$ cat src/rtl/exec_pkg.sv
// Shared definitions for the execute stage: alu_op classes, R-type funct codes,
// the decoded operation enum, the multiplier FSM state type and the decode helper.
// No logic of its own; latency and backpressure belong to the modules importing it.
package exec_pkg;

    // alu_op classes
    localparam logic [5:0] ALUOP_ADD   = 6'b000000;
    localparam logic [5:0] ALUOP_SUB   = 6'b000001;
    localparam logic [5:0] ALUOP_RTYPE = 6'b000010;

    // R-type funct codes (taken from sign_extend[5:0])
    localparam logic [5:0] FN_ADD = 6'b100000;
    localparam logic [5:0] FN_SUB = 6'b100010;
    localparam logic [5:0] FN_AND = 6'b100100;
    localparam logic [5:0] FN_OR  = 6'b100101;
    localparam logic [5:0] FN_SLT = 6'b101010;
    localparam logic [5:0] FN_MUL = 6'b011000;

    typedef enum logic [2:0] {
        OP_ADD,
        OP_SUB,
        OP_AND,
        OP_OR,
        OP_SLT,
        OP_MUL,
        OP_ILL
    } op_e;

    typedef enum logic {
        ST_IDLE,
        ST_MUL
    } state_e;

    // mul_en = 0 makes the mul funct fall through to the illegal op.
    function automatic op_e decode_op(input logic [5:0] alu_op,
                                      input logic [5:0] funct,
                                      input logic       mul_en);
        op_e op;
        op = OP_ILL;
        case (alu_op)
            ALUOP_ADD:   op = OP_ADD;
            ALUOP_SUB:   op = OP_SUB;
            ALUOP_RTYPE: begin
                case (funct)
                    FN_ADD:  op = OP_ADD;
                    FN_SUB:  op = OP_SUB;
                    FN_AND:  op = OP_AND;
                    FN_OR:   op = OP_OR;
                    FN_SLT:  op = OP_SLT;
                    FN_MUL:  op = mul_en ? OP_MUL : OP_ILL;
                    default: op = OP_ILL;
                endcase
            end
            default:     op = OP_ILL;
        endcase
        return op;
    endfunction

endpackage

$ cat src/rtl/exec_mul_seq.sv
// Iterative shift-add multiplier returning the low DW bits of the unsigned product.
// Latency: DW cycles after start_i; done_o is high whenever no multiply is in flight.
// Backpressure: none internally; the product is held in acc until the next start_i.
//
// Ports: clk, reset (sync, active-high); start_i loads mcand_i/mplier_i and clears
// the accumulator; done_o flags count == 0; product_o is the accumulator.
module exec_mul_seq #(
    parameter int DW = 32
) (
    input  logic          clk,
    input  logic          reset,
    input  logic          start_i,
    input  logic [DW-1:0] mcand_i,
    input  logic [DW-1:0] mplier_i,
    output logic          done_o,
    output logic [DW-1:0] product_o
);

    localparam int CW = $clog2(DW + 1);

    logic [DW-1:0] mcand_q, mcand_d;
    logic [DW-1:0] mplier_q, mplier_d;
    logic [DW-1:0] acc_q, acc_d;
    logic [CW-1:0] cnt_q, cnt_d;

    always_comb begin
        mcand_d  = mcand_q;
        mplier_d = mplier_q;
        acc_d    = acc_q;
        cnt_d    = cnt_q;
        if (start_i) begin
            mcand_d  = mcand_i;
            mplier_d = mplier_i;
            acc_d    = '0;
            cnt_d    = CW'(DW);
        end else if (cnt_q != '0) begin
            // Bits shifted out of the multiplicand only affect the discarded high half.
            if (mplier_q[0]) begin
                acc_d = acc_q + mcand_q;
            end
            mcand_d  = mcand_q << 1;
            mplier_d = mplier_q >> 1;
            cnt_d    = cnt_q - 1'b1;
        end
    end

    always_ff @(posedge clk) begin
        if (reset) begin
            mcand_q  <= '0;
            mplier_q <= '0;
            acc_q    <= '0;
            cnt_q    <= '0;
        end else begin
            mcand_q  <= mcand_d;
            mplier_q <= mplier_d;
            acc_q    <= acc_d;
            cnt_q    <= cnt_d;
        end
    end

    assign done_o    = (cnt_q == '0);
    assign product_o = acc_q;

endmodule

$ cat src/rtl/execute_pipe.sv
// Registered execute stage: operand/destination mux, ALU, branch target, EX/MEM register.
// Latency: 1 cycle for single-cycle ops; DW+1 cycles for mul when EXEC_MUL_EN is defined.
// Backpressure: in_ready drops while the result is stalled or a multiply is in flight.
//
// Optional feature macro: EXEC_MUL_EN (adds the MUL state, exec_mul_seq and funct 011000).
// Ports: clk, reset (sync, active-high); in_valid/in_ready upstream handshake;
// alu_src, reg_dst, alu_op, pc_next, data1, data2, sign_extend, reg1, reg2 instruction
// fields; out_valid/out_ready downstream handshake; branch_pc, zero, alu_result,
// data2_out, dst registered results.
module execute_pipe
    import exec_pkg::*;
#(
    parameter int DW  = 32,
    parameter int PCW = 7,
    parameter int RW  = 5
) (
    input  logic           clk,
    input  logic           reset,
    input  logic           in_valid,
    output logic           in_ready,
    input  logic           alu_src,
    input  logic           reg_dst,
    input  logic [5:0]     alu_op,
    input  logic [PCW-1:0] pc_next,
    input  logic [DW-1:0]  data1,
    input  logic [DW-1:0]  data2,
    input  logic [DW-1:0]  sign_extend,
    input  logic [RW-1:0]  reg1,
    input  logic [RW-1:0]  reg2,
    output logic           out_valid,
    input  logic           out_ready,
    output logic [PCW-1:0] branch_pc,
    output logic           zero,
    output logic [DW-1:0]  alu_result,
    output logic [DW-1:0]  data2_out,
    output logic [RW-1:0]  dst
);

`ifdef EXEC_MUL_EN
    localparam logic MUL_EN = 1'b1;
`else
    localparam logic MUL_EN = 1'b0;
`endif

    // ---------------- decode and single-cycle datapath ----------------
    logic [DW-1:0]  opb;
    logic [RW-1:0]  dst_sel;
    logic [PCW-1:0] bpc_sel;
    logic [DW-1:0]  alu_res;
    op_e            op;

    assign opb     = alu_src ? sign_extend : data2;
    assign dst_sel = reg_dst ? reg2 : reg1;
    assign bpc_sel = pc_next + sign_extend[PCW-1:0];
    assign op      = decode_op(alu_op, sign_extend[5:0], MUL_EN);

    always_comb begin
        alu_res = '0;
        case (op)
            OP_ADD:  alu_res = data1 + opb;
            OP_SUB:  alu_res = data1 - opb;
            OP_AND:  alu_res = data1 & opb;
            OP_OR:   alu_res = data1 | opb;
            OP_SLT:  alu_res = {{(DW-1){1'b0}}, ($signed(data1) < $signed(opb))};
            default: alu_res = '0;
        endcase
    end

    // ---------------- handshake ----------------
    logic out_free;
    logic accept;
    logic load_single;

    assign out_free    = !out_valid || out_ready;
    assign accept      = in_valid && in_ready;
    assign load_single = accept && (op != OP_MUL);

`ifdef EXEC_MUL_EN
    // ---------------- multiply FSM ----------------
    state_e         state_q, state_d;
    logic           mul_start;
    logic           mul_load;
    logic           mul_done;
    logic [DW-1:0]  mul_product;

    // Non-ALU fields of a mul are captured at accept and released with the product.
    logic [PCW-1:0] pend_bpc_q, pend_bpc_d;
    logic [DW-1:0]  pend_d2_q, pend_d2_d;
    logic [RW-1:0]  pend_dst_q, pend_dst_d;

    always_ff @(posedge clk) begin
        if (reset) begin
            state_q <= ST_IDLE;
        end else begin
            state_q <= state_d;
        end
    end

    always_comb begin
        state_d = state_q;
        case (state_q)
            ST_IDLE: if (accept && (op == OP_MUL)) state_d = ST_MUL;
            ST_MUL:  if (mul_done && out_free)     state_d = ST_IDLE;
            default: state_d = ST_IDLE;
        endcase
    end

    // in_ready depends on state and out_ready only, never on in_valid.
    always_comb begin
        in_ready  = (state_q == ST_IDLE) && out_free;
        mul_start = (state_q == ST_IDLE) && accept && (op == OP_MUL);
        mul_load  = (state_q == ST_MUL) && mul_done && out_free;
    end

    exec_mul_seq #(
        .DW(DW)
    ) u_mul (
        .clk      (clk),
        .reset    (reset),
        .start_i  (mul_start),
        .mcand_i  (data1),
        .mplier_i (opb),
        .done_o   (mul_done),
        .product_o(mul_product)
    );

    always_comb begin
        pend_bpc_d = pend_bpc_q;
        pend_d2_d  = pend_d2_q;
        pend_dst_d = pend_dst_q;
        if (mul_start) begin
            pend_bpc_d = bpc_sel;
            pend_d2_d  = data2;
            pend_dst_d = dst_sel;
        end
    end

    always_ff @(posedge clk) begin
        if (reset) begin
            pend_bpc_q <= '0;
            pend_d2_q  <= '0;
            pend_dst_q <= '0;
        end else begin
            pend_bpc_q <= pend_bpc_d;
            pend_d2_q  <= pend_d2_d;
            pend_dst_q <= pend_dst_d;
        end
    end
`else
    assign in_ready = out_free;
`endif

    // ---------------- EX/MEM output register ----------------
    logic           out_valid_q, out_valid_d;
    logic [PCW-1:0] branch_pc_q, branch_pc_d;
    logic           zero_q, zero_d;
    logic [DW-1:0]  alu_result_q, alu_result_d;
    logic [DW-1:0]  data2_out_q, data2_out_d;
    logic [RW-1:0]  dst_q, dst_d;

    always_comb begin
        out_valid_d  = out_valid_q;
        branch_pc_d  = branch_pc_q;
        zero_d       = zero_q;
        alu_result_d = alu_result_q;
        data2_out_d  = data2_out_q;
        dst_d        = dst_q;
        if (out_ready) begin
            out_valid_d = 1'b0;
        end
        // A load in the same cycle as out_ready overrides the clear: full throughput.
        if (load_single) begin
            out_valid_d  = 1'b1;
            branch_pc_d  = bpc_sel;
            zero_d       = (alu_res == '0);
            alu_result_d = alu_res;
            data2_out_d  = data2;
            dst_d        = dst_sel;
        end
`ifdef EXEC_MUL_EN
        if (mul_load) begin
            out_valid_d  = 1'b1;
            branch_pc_d  = pend_bpc_q;
            zero_d       = (mul_product == '0);
            alu_result_d = mul_product;
            data2_out_d  = pend_d2_q;
            dst_d        = pend_dst_q;
        end
`endif
    end

    always_ff @(posedge clk) begin
        if (reset) begin
            out_valid_q  <= 1'b0;
            branch_pc_q  <= '0;
            zero_q       <= 1'b1;
            alu_result_q <= '0;
            data2_out_q  <= '0;
            dst_q        <= '0;
        end else begin
            out_valid_q  <= out_valid_d;
            branch_pc_q  <= branch_pc_d;
            zero_q       <= zero_d;
            alu_result_q <= alu_result_d;
            data2_out_q  <= data2_out_d;
            dst_q        <= dst_d;
        end
    end

    assign out_valid  = out_valid_q;
    assign branch_pc  = branch_pc_q;
    assign zero       = zero_q;
    assign alu_result = alu_result_q;
    assign data2_out  = data2_out_q;
    assign dst        = dst_q;

endmodule

$ cat config.mk
export PLATFORM = sky130hd
export DESIGN_NAME = execute_pipe
export DESIGN_NICKNAME = d
export VERILOG_FILES = /design/src/rtl/exec_pkg.sv /design/src/rtl/exec_mul_seq.sv /design/src/rtl/execute_pipe.sv
export SDC_FILE = /design/constraint.sdc
export NUM_CORES = 1
export LEC_CHECK = 0
export ABC_CLOCK_PERIOD_IN_PS = 7900
export BUFFER_PORTS_ARGS = -buffer_cell sky130_fd_sc_hd__buf_2
export CAP_MARGIN = 10
export CORE_ASPECT_RATIO = 2
export CORE_MARGIN = 5
export CORE_UTILIZATION = 40
export CTS_CLUSTER_DIAMETER = 30
export DETAILED_ROUTE_END_ITERATION = 10
export GPL_ROUTABILITY_DRIVEN = 0
export PLACE_DENSITY = 0.59
export SETUP_SLACK_MARGIN = 0.3
export SLEW_MARGIN = 20
export SYNTH_ARGS = -nofsm -noshare
export SYNTH_HDL_FRONTEND = slang
export SYNTH_SLANG_ARGS = --single-unit
$ cat constraint.sdc
create_clock -name clk -period 7.9 [get_ports clk]
set_input_delay 1.58 -clock clk [delete_from_list [all_inputs] [get_ports clk]]
set_output_delay 1.58 -clock clk [all_outputs]
set_load 0.05 [all_outputs]
# Yosys cells after proc, flatten, opt, wreduce, memory -nomap -nowiden
# Cells that the tools add are included.
# word_totals
memories	0
ramBits	0
reg_bits	78
romBits	0
latch_bits	0
in_bits	125
# classes
mul	0
reduce_logical	8
n_addsub	3
n_div	0
muxes	7
n_eq_ne	12
n_shift	0
bitwise_logic	2
order_cmp	1
# ops
cell	n
32-bit one-hot mux with 5 select lines	1
32-bit adder	1
32-bit AND	1
32-bit zero test	1
32-bit less-than comparator	1
32-bit two-way mux	1
32-bit bitwise OR	1
32-bit subtractor	1
6-bit equality test, second input constant	5
3-bit one-hot mux with 5 select lines	1
3-bit one-hot mux with 3 select lines	1
7-bit adder	1
3-bit by 2-bit equality test with 1-bit output, second input constant	2
6-bit by 1-bit equality test with 1-bit output, second input constant	1
6-bit by 2-bit equality test with 1-bit output, second input constant	1
6-bit zero test	1
5-bit two-way mux	1
3-bit by 1-bit equality test with 1-bit output, second input constant	1
3-bit equality test, second input constant	1
3-bit zero test	1
3-bit != test, second input constant	1
1-bit logical AND	2
1-bit two-way mux	2
2-bit nonzero test	1
other kinds (2)	2

# Longest topological paths before layout
# Gate-level depths: netlist (run 1).
# logic_depth
depth_word	6
depth_mapped	21
ltp_nobuf	16

# Least setup slack after synthesis (run 1)
# OpenSTA, ideal clock, no wires.
# synth_timing
kind	input to register
start	input port sign_extend[0]
end	register zero_q, in the netlist zero
t_arrival_ns	6.071
stages	20
path_buffers	5
setup_time_ns	0.096
setup_slack_ns	1.734
cell_sequence	buf_2 -> clkbuf_1 -> clkbuf_1 -> clkbuf_1 -> clkbuf_1 -> mux2i_1 -> inv_1 -> ha_1 -> fa_1 -> a211oi_2 -> o41ai_4 -> a2111oi_4 -> nor2_2 -> a221oi_2 -> o22ai_1 -> or4_1 -> nor4_2 -> nand4_1 -> or4_1 -> o41ai_2
# synth_via
elab_chain_len	6
word_cells_on_any_way	22
cone_classes	add/sub: 2; order compare: 1; eq/ne: 10; mux: 4; bitwise: 2; reduce/logical: 3
# synth_rtl
element	line_no	source
from (decl)	execute_pipe.sv:27	input logic [DW-1:0] sign_extend,
parallel branches: the longest is 6 deep, another holds 32-bit subtractor	-	
to (signal assigned)	execute_pipe.sv:203	zero_q <= zero_d;
to (decl)	execute_pipe.sv:156	logic zero_q, zero_d;
# Several ways; the timed one is not identified.
# A chain may end at the register's enable or synchronous reset.

# Worst setup path in the final report (run 1)
# layout_timing
start	input port alu_src
end	register zero_q, in the netlist zero
# layout_via
elab_chain_len	4
word_cells_on_any_way	8
cone_classes	add/sub: 2; order compare: 1; mux: 2; bitwise: 2; reduce/logical: 1
# layout_rtl
element	line_no	source
from (decl)	execute_pipe.sv:21	input logic alu_src,
32-bit two-way mux (*)	execute_pipe.sv:52	assign opb = alu_src ? sign_extend : data2;
32-bit subtractor, or another cell as far along	execute_pipe.sv:61	OP_SUB: alu_res = data1 - opb;
32-bit one-hot mux with 5 select lines (*)	execute_pipe.sv:59	case (op)
32-bit zero test (*)	execute_pipe.sv:175	zero_d = (alu_res == '0);
# Mark *: on every way between the ends. The rest lies on a longest branch, timed or not.

==> out/qor.yml, run 1 <==
period_share_pct: 81.84
timing.final.crit_period_ns: 6.465
syn-cell-area_um2: 8568
p_leak_nw: 4.720
reg2regPathDepth: 10
netSwitchingFraction_pct: 44.24
finalHoldViolCount: 0
routedWlPerCell_um: 23.33
gr-total-overflow: 0
synthTopCellsByArea: "dfxtp_1 18%, ha_1 16%, a21oi_1 7.4%"
synth_edf_count: 0
grt_start_max_net_pins: 76
tns_ns: 0
p_seq_share_pct: 27.7
insertion_delay_ns: 0.34
critical_path.top_delay_family: "compound AO/OA/AOI/OAI gates"
yosysSeqAreaShare_pct: 18.22
drt_pass1_iterations: 5
ctsLongestPathBuffers: 2
drt-total-wl_um: 36840
diodes: 0
worstPathArrival_ns: 6.71
cts_resized: 0
path_cells: "buf_2, buf_4, mux2i_1, inv_1, ha_1, a211oi_1, o21ai_1, a21oi_1, o21bai_1, a41oi_1, o21ai_1, a311o_1, mux2i_1, nor3_1, or3b_1, or4_1, o41ai_2"
ctsHoldBuffers: 0
async_flop_share_pct: 0
h-tree-depth: 3
final-seq-area_um2: 1562
yosysUniqueCellTypes: 83
required_ns: 8.15
cts_setup_buffers: 0
io_pins: 204
drive_gt1_share_pct: 20.46
die_h_um: 217.0
clock_skew_ns: 0.004105
nFillCells: 2225
critPathKind: "in2reg"
start_util_pct: 40.76
p_int_w: 0.0008781
antenna_left: 0
rsz0062_at_grt: "no"
final_max_slew_viol_count: 0
cts_buffers: 9
syn_nets: 1394
postSynthCellCount: 1157
fp.coreArea_um2: 21020
hold_ws_ns: 0.4513
cp-start-kind: "input port"
cts_sinks: 78
peakVddDrop_v: 0.0001245
synth_ff_type: "dfxtp_1"
crit_cells: 17
routed_via_density: 5.998
clkPwrFrac_pct: 24.5
multi_input_area_um2: 6321
die_x_um: 113.5
holdPathStages: 2
synth_seq_cells: 78
finalSetupViolations: 0
cp_slowest_cell: "buf_2"
nets: 1544
p_per_area_nw_per_um2: 158.0
drc: 0
drt_iter0_markers: 708
cts-root-buf: "clkbuf_16"
dpl.hpwl_um: 29330
end_kind: "flip-flop"
avgSynthCellArea_um2: 7.406
synth_area_leader_cell: "dfxtp_1"
numPortBuffers: 203
tightest_slew_ns: 0.8806
grt_pass1_wl_um: 54540
antenna_found_initial: 0
vias: 9471
gr-usage-all-layers_pct: 28.98
cts_tree: "done"
cp.buffers_inverters: 3
netlist.area_leader.share_pct: 18.22
path_clk_slew_ns: 0.06
grt_pass1_vias: 9430
rows: 75
combPwrFrac_pct: 47.8
dieArea_um2: 24630
slowest_delay_ns: 0.53
max-slew-margin-rel_pct: 41.29
p_switching_w: 0.0006968
yosysWarnings: 0
fmax_mhz: 154.7
area_growth_pct: 16.30
cp_max_fo: 20
max-cap-violations: 0
status: "finished clean"
hp-class: "reg2reg"
## state kept, by name (all words and copies together), names as in the netlist
signal,flops
alu_result,32
branch_pc,7
data2_out,32
dst,5
out_valid,1
zero,1
## cell usage in the layout (no fill, tap or decap), types with 9 or more instances in the layout
cell type,n
a211oi_1,43
a21o_1,14
a21oi_1,126
and2_1,11
buf_2,203
buf_4,11
clkbuf_16,9
dfxtp_1,78
ha_1,109
inv_1,99
mux2i_1,40
nand2_1,131
nand3_1,13
nor2_1,102
nor3_1,19
nor4_1,13
o211ai_1,14
o21ai_0,44
o21bai_1,12
o221ai_1,9
o22ai_1,10
o31ai_1,15
xnor2_1,21
## logic make-up (layout without fill, tap and decap cells)
family	after synthesis	in the layout	share of synthesized area, %
xor gates and xnor gates	24	24	2.453
adders and majority gates	112	112	16.62
AOI/OAI and AO/OA	380	380	31.19
muxes	41	41	4.804
buffers and inverters	177	330	8.119
DFF	78	78	18.22
and+or+nand+nor	345	345	18.59
## Yosys cell counts, types with 4 or more instances
master	instances
o22ai_1	10
a221oi_1	7
a211oi_1	43
nor3_1	20
a21oi_1	126
o31ai_1	15
inv_1	99
a221oi_2	5
ha_1	109
nand3_1	13
o211ai_1	14
o211a_1	4
a31oi_1	8
and2_1	12
dfxtp_1	78
o31a_1	5
a21boi_0	4
nand2b_1	8
nor2b_1	6
mux2i_1	40
nand4_1	8
o21a_1	7
xnor2_1	21
clkbuf_1	51
o21bai_1	12
a21o_1	14
o21ai_1	4
or4_1	7
o21ai_0	44
buf_1	6
o221a_2	5
buf_2	16
a221o_1	6
nor2_1	102
nor4_1	13
o221ai_1	9
nand2_1	132
or3_1	6
## per-stage QoR
step / area, um^2 / worst slack (ns) / power, W / utilization (%) / cells
2_1_floorplan: 8568 / 1.734 / 0.0009610 / - / 1157
3_3_place_gp: 9701 / 1.323 / 0.001180 / 46.15 / 1565
3_5_place_dp: 9701 / 1.251 / 0.001184 / 46.15 / 1565
4_1_cts: 9965 / 1.587 / 0.001569 / 47.40 / 1579
5_1_grt: 9965 / 1.242 / 0.001651 / 47.40 / 1579
6_report: 9965 / 1.435 / 0.001575 / 47.40 / 1579
## layer usage
| metal | global-route usage, % | share of wire [%] | vias to the layer above |
|---|---|---|---|
| li1 | - | - | 4450 |
| met1 | 26.88 | 32 | 4409 |
| met2 | 53.42 | 53 | 451 |
| met3 | 3.585 | 5.0 | 161 |
| met4 | 26.31 | 10 | 0 |
| met5 | 0 | 0 | - |
## worst reg2reg max path: cells and delay by family, from the launching register on
family	cells	cell delay [ns]
and+or+nand+nor	6	1.58
buffers and inverters	1	0.31
AOI/OAI and AO/OA	3	0.61
DFF	1	0.31
## power by group through the flow
stage / Clock, W / Sequential [W] / Combinational (W)
global route: 0.000407 / 0.000439 / 0.000806
global placement: 0 / 0.000443 / 0.000737
CTS: 0.000390 / 0.000436 / 0.000743
floorplan: 0 / 0.000540 / 0.000421
finish: 0.000386 / 0.000436 / 0.000753
detailed placement: 0 / 0.000444 / 0.000740
## layout make-up
class,instances,area share (%)
flip-flops and latches,78,15.67
well taps,269,3.378
clock buffers,10,2.398
inverters,102,3.842
repair buffers,214,11.02
clock inverters,4,0.2511
multi-input cells,902,63.44
## final timing paths
check | endpoint | startpoint | slack, ns
max | zero$_SDFFE_PP1P_ | alu_src | 1.43
min | branch_pc[0]$_SDFFE_PP0P_ | branch_pc[0]$_SDFFE_PP0P_ | 0.45
max reg2reg | zero$_SDFFE_PP1P_ | out_valid$_SDFFE_PP0P_ | 4.98
min reg2reg | branch_pc[0]$_SDFFE_PP0P_ | branch_pc[0]$_SDFFE_PP0P_ | 0.45
(Power assumes the default switching activity.)
==> inputs of run 2 (changes only) <==
- ABC_CLOCK_PERIOD_IN_PS: 7900 -> 5800
- PLACE_DENSITY: 0.59 -> 0.62
- clock period: 7.9 -> 5.8 ns (I/O delays scaled with it)
==> run 2 against run 1 <==
Sequential power rose by 36%. Sequential share of layout area down 0.73 points. Worst setup slack got worse by 0.96 ns. Non-clock buffer count increased by 47. Clock power grew 59%. Register-to-register slack worse by 1.8 ns. Via count is 3.5% higher. Critical path type unchanged. Largest power group unchanged.
==> out/qor.yml, run 2 (same netlist as run 1, synthesis figures left out) <==
cts_tree: "done"
final_max_slew_viol_count: 0  # unchanged
drc: 0  # unchanged
timing.final.crit_period_ns: 5.325
io_pins: 204  # unchanged
r2r-start: "out_valid$_SDFFE_PP0P_"
max-slew-margin-rel_pct: 25.26  # -16 points
p_leak_nw: 4.967  # +5.2%
p_per_area_nw_per_um2: 219.5  # +39%
dpl.hpwl_um: 30350  # +3.5%
grt_pass1_vias: 9565  # +1.4%
routed.top_layer: "met4"
fp.coreArea_um2: 21020  # unchanged
cp_max_fo: 9  # -55%
fmax_mhz: 187.8
max-cap-violations: 0  # unchanged
routed_via_density: 6.018  # +0.33%
cp-start-kind: "input port"
die_h_um: 217.0  # unchanged
tns_ns: 0  # unchanged
required_ns: 6.05  # -2.10 ns
cts-root-buf: "clkbuf_16"
grt_start_max_net_pins: 103  # +36%
vias: 9803  # +3.5%
dpl_cell_area_um2: 10090  # +4.0%
endpoint: "zero$_SDFFE_PP1P_"
hold_ws_ns: 0.4494  # -0.001845 ns
startpoint: "alu_src"
clock_skew_ns: 0.006915  # +0.002810 ns
path_cells: "buf_2, buf_4, mux2i_2, inv_1, ha_1, a211oi_2, o21ai_1, a21oi_1, o21bai_1, a41oi_1, o21ai_1, a311o_1, mux2i_1, nor3_1, or3b_1, or4_1, o41ai_2"
cts_sinks: 78  # unchanged
period_share_pct: 91.80
drt_iter0_markers: 618  # -13%
hp-class: "reg2reg"
start_util_pct: 40.76  # unchanged
reg2regPathDepth: 9  # -1
cts_setup_buffers: 0  # unchanged
die_x_um: 113.5  # unchanged
antenna_found_initial: 1  # +1
r2r_end: "zero$_SDFFE_PP1P_"
route.met3.wl_um: 2116  # +14%
total_power_w: 0.002293  # +46%
drt_pass1_iterations: 7  # +2
nets: 1591  # +3.0%
h-tree-depth: 3  # unchanged
final_common_cell: "buf_2"
numPortBuffers: 203  # unchanged
antenna_left: 0  # unchanged
gr-usage-all-layers_pct: 29.84  # +0.86 points
drt-total-wl_um: 38110  # +3.4%
final_util_pct: 49.71  # +2.3 points
design_area_um2: 10450  # +4.9%
end_kind: "flip-flop"
drive_gt1_share_pct: 24.06  # +3.6 points
path_clk_slew_ns: 0.06  # about the same
gr-total-overflow: 0  # unchanged
rrSetupSlack_ns: 3.21  # -1.77 ns
cts_buffers: 9  # unchanged
grt_pass1_wl_um: 56030  # +2.7%
dieArea_um2: 24630  # unchanged
rsz0062_at_grt: "no"
finalHoldViolCount: 0  # unchanged
status: "finished clean"
slowest_delay_ns: 0.53  # about the same
worstPathArrival_ns: 5.57  # -1.14 ns
insertion_delay_ns: 0.34  # about the same
cp_slowest_cell: "or4_1"
routedWlPerCell_um: 23.39  # +0.26%
ctsLongestPathBuffers: 2  # unchanged
rows: 75  # unchanged
final_cell_mix: "203 x buf_2, 131 x nand2_1, 126 x a21oi_1"
tightest_slew_ns: 1.121  # +0.2405 ns
critPathKind: "in2reg"
peakVddDrop_v: 0.0001729  # +39%
wl_met2_um: 19890  # +2.2%
area_growth_pct: 21.95
critPathMostFrequentCell: "o21ai_1"
wl_met1_um: 11850  # +1.2%
ctsHoldBuffers: 0  # unchanged
finalSetupViolations: 0  # unchanged
==> run 2: cell count changes in the layout (fill, tap and decap cells not counted), sizes merged <==
cell and change:
clkinvlp -2, clkbuf +1, diode +1, inv +1
bufinv +2, buf +47
==> run 2: through the flow <==
| step | cells | setup slack (ns) |
|---|---|---|
| floorplan | 1157 | 0.3762 |
| global placement | 1612 | 0.09451 |
| detailed placement | 1612 | -0.03460 |
| CTS | 1628 | 0.3293 |
| global route | 1629 | 0.3079 |
| finish | 1629 | 0.4754 |
==> run 2: where the power goes <==
part	total [W]	switching (W)	internal [W]
registers	0.000593	0.0000193	0.000574
logic	0.00108	0.000716	0.000369
clock network	0.000615	0.000236	0.000379
==> run 2: per-layer routing <==
| layer | global-route usage (%) | up-vias |
|---|---|---|
| li1 | - | 4542 |
| met4 | 26.51 | 0 |
| met1 | 27.07 | 4585 |
| met5 | 0 | - |
| met3 | 4.641 | 180 |
| met2 | 55.33 | 496 |
==> run 2: what timing repair did <==
item | 4_1_cts | 5_1_grt
setup endpoints to repair | 0 | 1
resized for setup | 0 | 12
endpoints found under the hold margin | 0 | 0
==> run 2: worst min path at each step <==
stage,start,end,slack (ns),depth (start not counted)
final,alu_result[17]$_SDFFE_PP0P_,alu_result[17]$_SDFFE_PP0P_,0.45,2
after global routing,data2_out[2]$_SDFFE_PP0P_,data2_out[2]$_SDFFE_PP0P_,0.47,2
after CTS,branch_pc[3]$_SDFFE_PP0P_,branch_pc[3]$_SDFFE_PP0P_,0.45,2
after detailed placement,branch_pc[3]$_SDFFE_PP0P_,branch_pc[3]$_SDFFE_PP0P_,0.44,2
after global placement,branch_pc[4]$_SDFFE_PP0P_,branch_pc[4]$_SDFFE_PP0P_,0.44,2
after floorplan,branch_pc[2]$_SDFFE_PP0P_,branch_pc[2]$_SDFFE_PP0P_,0.67,2
==> run 2: critical path: cells and delay by family <==
family | cells | cell delay [ns]
adder cells (fa/ha/maj) | 1 | 0.28
AND/OR/NAND/NOR | 3 | 1.22
multiplexers | 2 | 0.46
AO/OA/AOI/OAI | 8 | 1.97
buffers and inverters | 3 | 0.46
==> run 2: cell type report <==
cell class / instances / area [um^2]
antenna: 1 / 2.502
clock inverter: 5 / 82.58
multi-input combinational: 902 / 6386
clock buffer: 11 / 232.7
fill: 2184 / 10570
sequential: 78 / 1562
timing repair buffer: 261 / 1464
inverter: 102 / 382.9
tap: 269 / 336.6
==> inputs of run 3 (changes only) <==
- REMOVE_ABC_BUFFERS: not set -> 1
==> run 3 against run 2 <==
Sequential share of layout area is 0.062 points lower. Wire length is 11% lower. Final cell count grew 0.98%. Worst setup slack better by 0.097 ns. Die area unchanged. Flip-flop and latch count unchanged. First-iteration DRC count is 5.5% higher. Sequential power barely moved. Combinational power barely moved.
==> out/qor.yml, run 3 (same netlist as run 1, synthesis figures left out) <==
cts_setup_buffers: 0  # unchanged
cp_max_fo: 7  # -2
final_cell_mix: "202 x buf_2, 131 x nand2_1, 125 x a21oi_1"
fin_cells: 1645  # +0.98%
final_max_slew_viol_count: 0  # unchanged
cts_sinks: 78  # unchanged
fmax_mhz: 191.3  # +1.9%
critical_path.top_delay_family: "simple AND/OR/NAND/NOR gates"
required_ns: 6.08  # +0.03 ns
status: "finished clean"
start_util_pct: 40.76  # unchanged
combPwrFrac_pct: 47.7  # +0.4 points
vias: 9682  # -1.2%
grt_pass1_vias: 9467  # -1.0%
p_per_area_nw_per_um2: 213.6  # -2.7%
finalSetupViolations: 0  # unchanged
ctsLongestPathBuffers: 2  # unchanged
rsz0062_at_grt: "no"
final_common_cell: "buf_2"
drt_pass1_iterations: 5  # -2
path_cells: "clkbuf_4, mux2i_1, inv_1, ha_1, fa_1, a211oi_2, o41ai_4, buf_4, a221o_2, a21oi_1, nand4_1, nor4_1, nand4_1, nor4_2, nand4_1, or4_1, o41ai_2"
dpl.hpwl_um: 27240  # -10%
gr-usage-all-layers_pct: 26.74  # -3.1 points
io_pins: 204  # unchanged
cts_buffers: 9  # unchanged
critPathMostFrequentCell: "nand4_1"
p_int_w: 0.001248  # -5.6%
finalHoldViolCount: 0  # unchanged
critPathKind: "in2reg"
fp.coreArea_um2: 21020  # unchanged
dieArea_um2: 24630  # unchanged
hp-class: "reg2reg"
end_kind: "flip-flop"
tightest_slew_ns: 0.8275  # -0.2936 ns
drc: 0  # unchanged
cp.buffers_inverters: 3  # unchanged
antenna_found_initial: 2  # +1
gr-total-overflow: 0  # unchanged
area_growth_pct: 22.46
nets: 1606  # +0.94%
dp_slack_ns: -0.09334  # -0.05874 ns
h-tree-depth: 3  # unchanged
numPortBuffers: 203  # unchanged
final_util_pct: 49.92  # +0.21 points
ctsHoldBuffers: 0  # unchanged
max-slew-margin-rel_pct: 44.83  # +20 points
routed_via_density: 5.886  # -2.2%
die_x_um: 113.5  # unchanged
die_h_um: 217.0  # unchanged
drt-total-wl_um: 34010  # -11%
drive_gt1_share_pct: 24.60  # +0.54 points
p_leak_nw: 5.026  # +1.2%
netSwitchingFraction_pct: 44.34  # +2.0 points
rows: 75  # unchanged
routedWlPerCell_um: 20.67  # -12%
cp-start-kind: "input port"
cts-root-buf: "clkbuf_16"
worstPathArrival_ns: 5.50  # -0.07 ns
slowest_delay_ns: 0.51  # -0.02 ns
p_seq_share_pct: 26.4  # +0.5 points
drt_iter0_markers: 652  # +5.5%
clkPwrFrac_pct: 25.9  # -0.9 points
insertion_delay_ns: 0.38  # +0.04 ns
p_switching_w: 0.0009939  # +2.3%
timing.final.crit_period_ns: 5.228  # -0.09677 ns
peakVddDrop_v: 0.0001425  # -18%
worst_slack_ns: 0.5722  # +0.09677 ns
grt_start_max_net_pins: 56  # -46%
period_share_pct: 90.13  # -1.7 points
antenna_left: 0  # unchanged
grt_pass1_wl_um: 51450  # -8.2%
cp_slowest_cell: "or4_1"
max-cap-violations: 0  # unchanged
path_clk_slew_ns: 0.07  # about the same
cts_tree: "done"
placed_cells: 1627  # +0.93%
clock_skew_ns: 0.007843  # +0.0009283 ns
## run 3: power groups by stage
stage / clock network (W) / logic, W / registers, W
6_report: 0.000581 / 0.00107 / 0.000592
5_1_grt: 0.000612 / 0.00115 / 0.000597
4_1_cts: 0.000590 / 0.00105 / 0.000593
3_5_place_dp: 0 / 0.00105 / 0.000605
3_3_place_gp: 0 / 0.00104 / 0.000603
2_1_floorplan: 0 / 0.000549 / 0.000736
## run 3: area by class of cell
class	instances	area, um^2
clock buffers	9	225.2
repair buffers	276	1567
multi-input cells	902	6357
diodes	2	5.005
fillers	2207	10530
flip-flops and latches	78	1562
inverters	102	382.9
clock inverters	7	57.56
well taps	269	336.6
## run 3: metal layers
layer  track usage, %  routed length [um]  vias to the layer above
li1                 -                   -                     4574
met1            26.06               11530                     4492
met2            49.04               17770                      451
met3            4.058                1862                      165
met4            20.74                2846                        0
met5                0                   0                        -
## run 3: final timing paths
path,start,endpoint,slack [ns],cells after the start
worst max-delay path,alu_src,zero$_SDFFE_PP1P_,0.57,17
worst max register to register,out_valid$_SDFFE_PP0P_,zero$_SDFFE_PP1P_,3.15,9
worst min-delay path,branch_pc[3]$_SDFFE_PP0P_,branch_pc[3]$_SDFFE_PP0P_,0.45,2
worst min register to register,branch_pc[3]$_SDFFE_PP0P_,branch_pc[3]$_SDFFE_PP0P_,0.45,2
## run 3: worst reg2reg max path: cells and delay by family (launching register included)
| kind | cells | cell delay (ns) |
|---|---|---|
| AND/OR/NAND/NOR | 6 | 1.63 |
| AO/OA/AOI/OAI | 3 | 0.62 |
| flip-flops | 1 | 0.31 |
## run 3: through the flow
stage | power (W) | setup TNS (ns) | hold slack [ns] | instance area (um^2)
6_report | 0.002242 | 0 | 0.4508 | 10490
2_1_floorplan | 0.001284 | 0 | 0.6705 | 8255
3_5_place_dp | 0.001651 | -0.09334 | 0.4430 | 10170
4_1_cts | 0.002235 | 0 | 0.4510 | 10460
3_3_place_gp | 0.001642 | -0.05473 | 0.4368 | 10170
5_1_grt | 0.002358 | 0 | 0.4753 | 10490
## run 3: what timing repair did
| action | 4_1_cts | 5_1_grt |
|---|---|---|
| resized for setup | 2 | 6 |
| hold endpoints to repair | 0 | 0 |
| endpoints found under the setup margin | 1 | 1 |
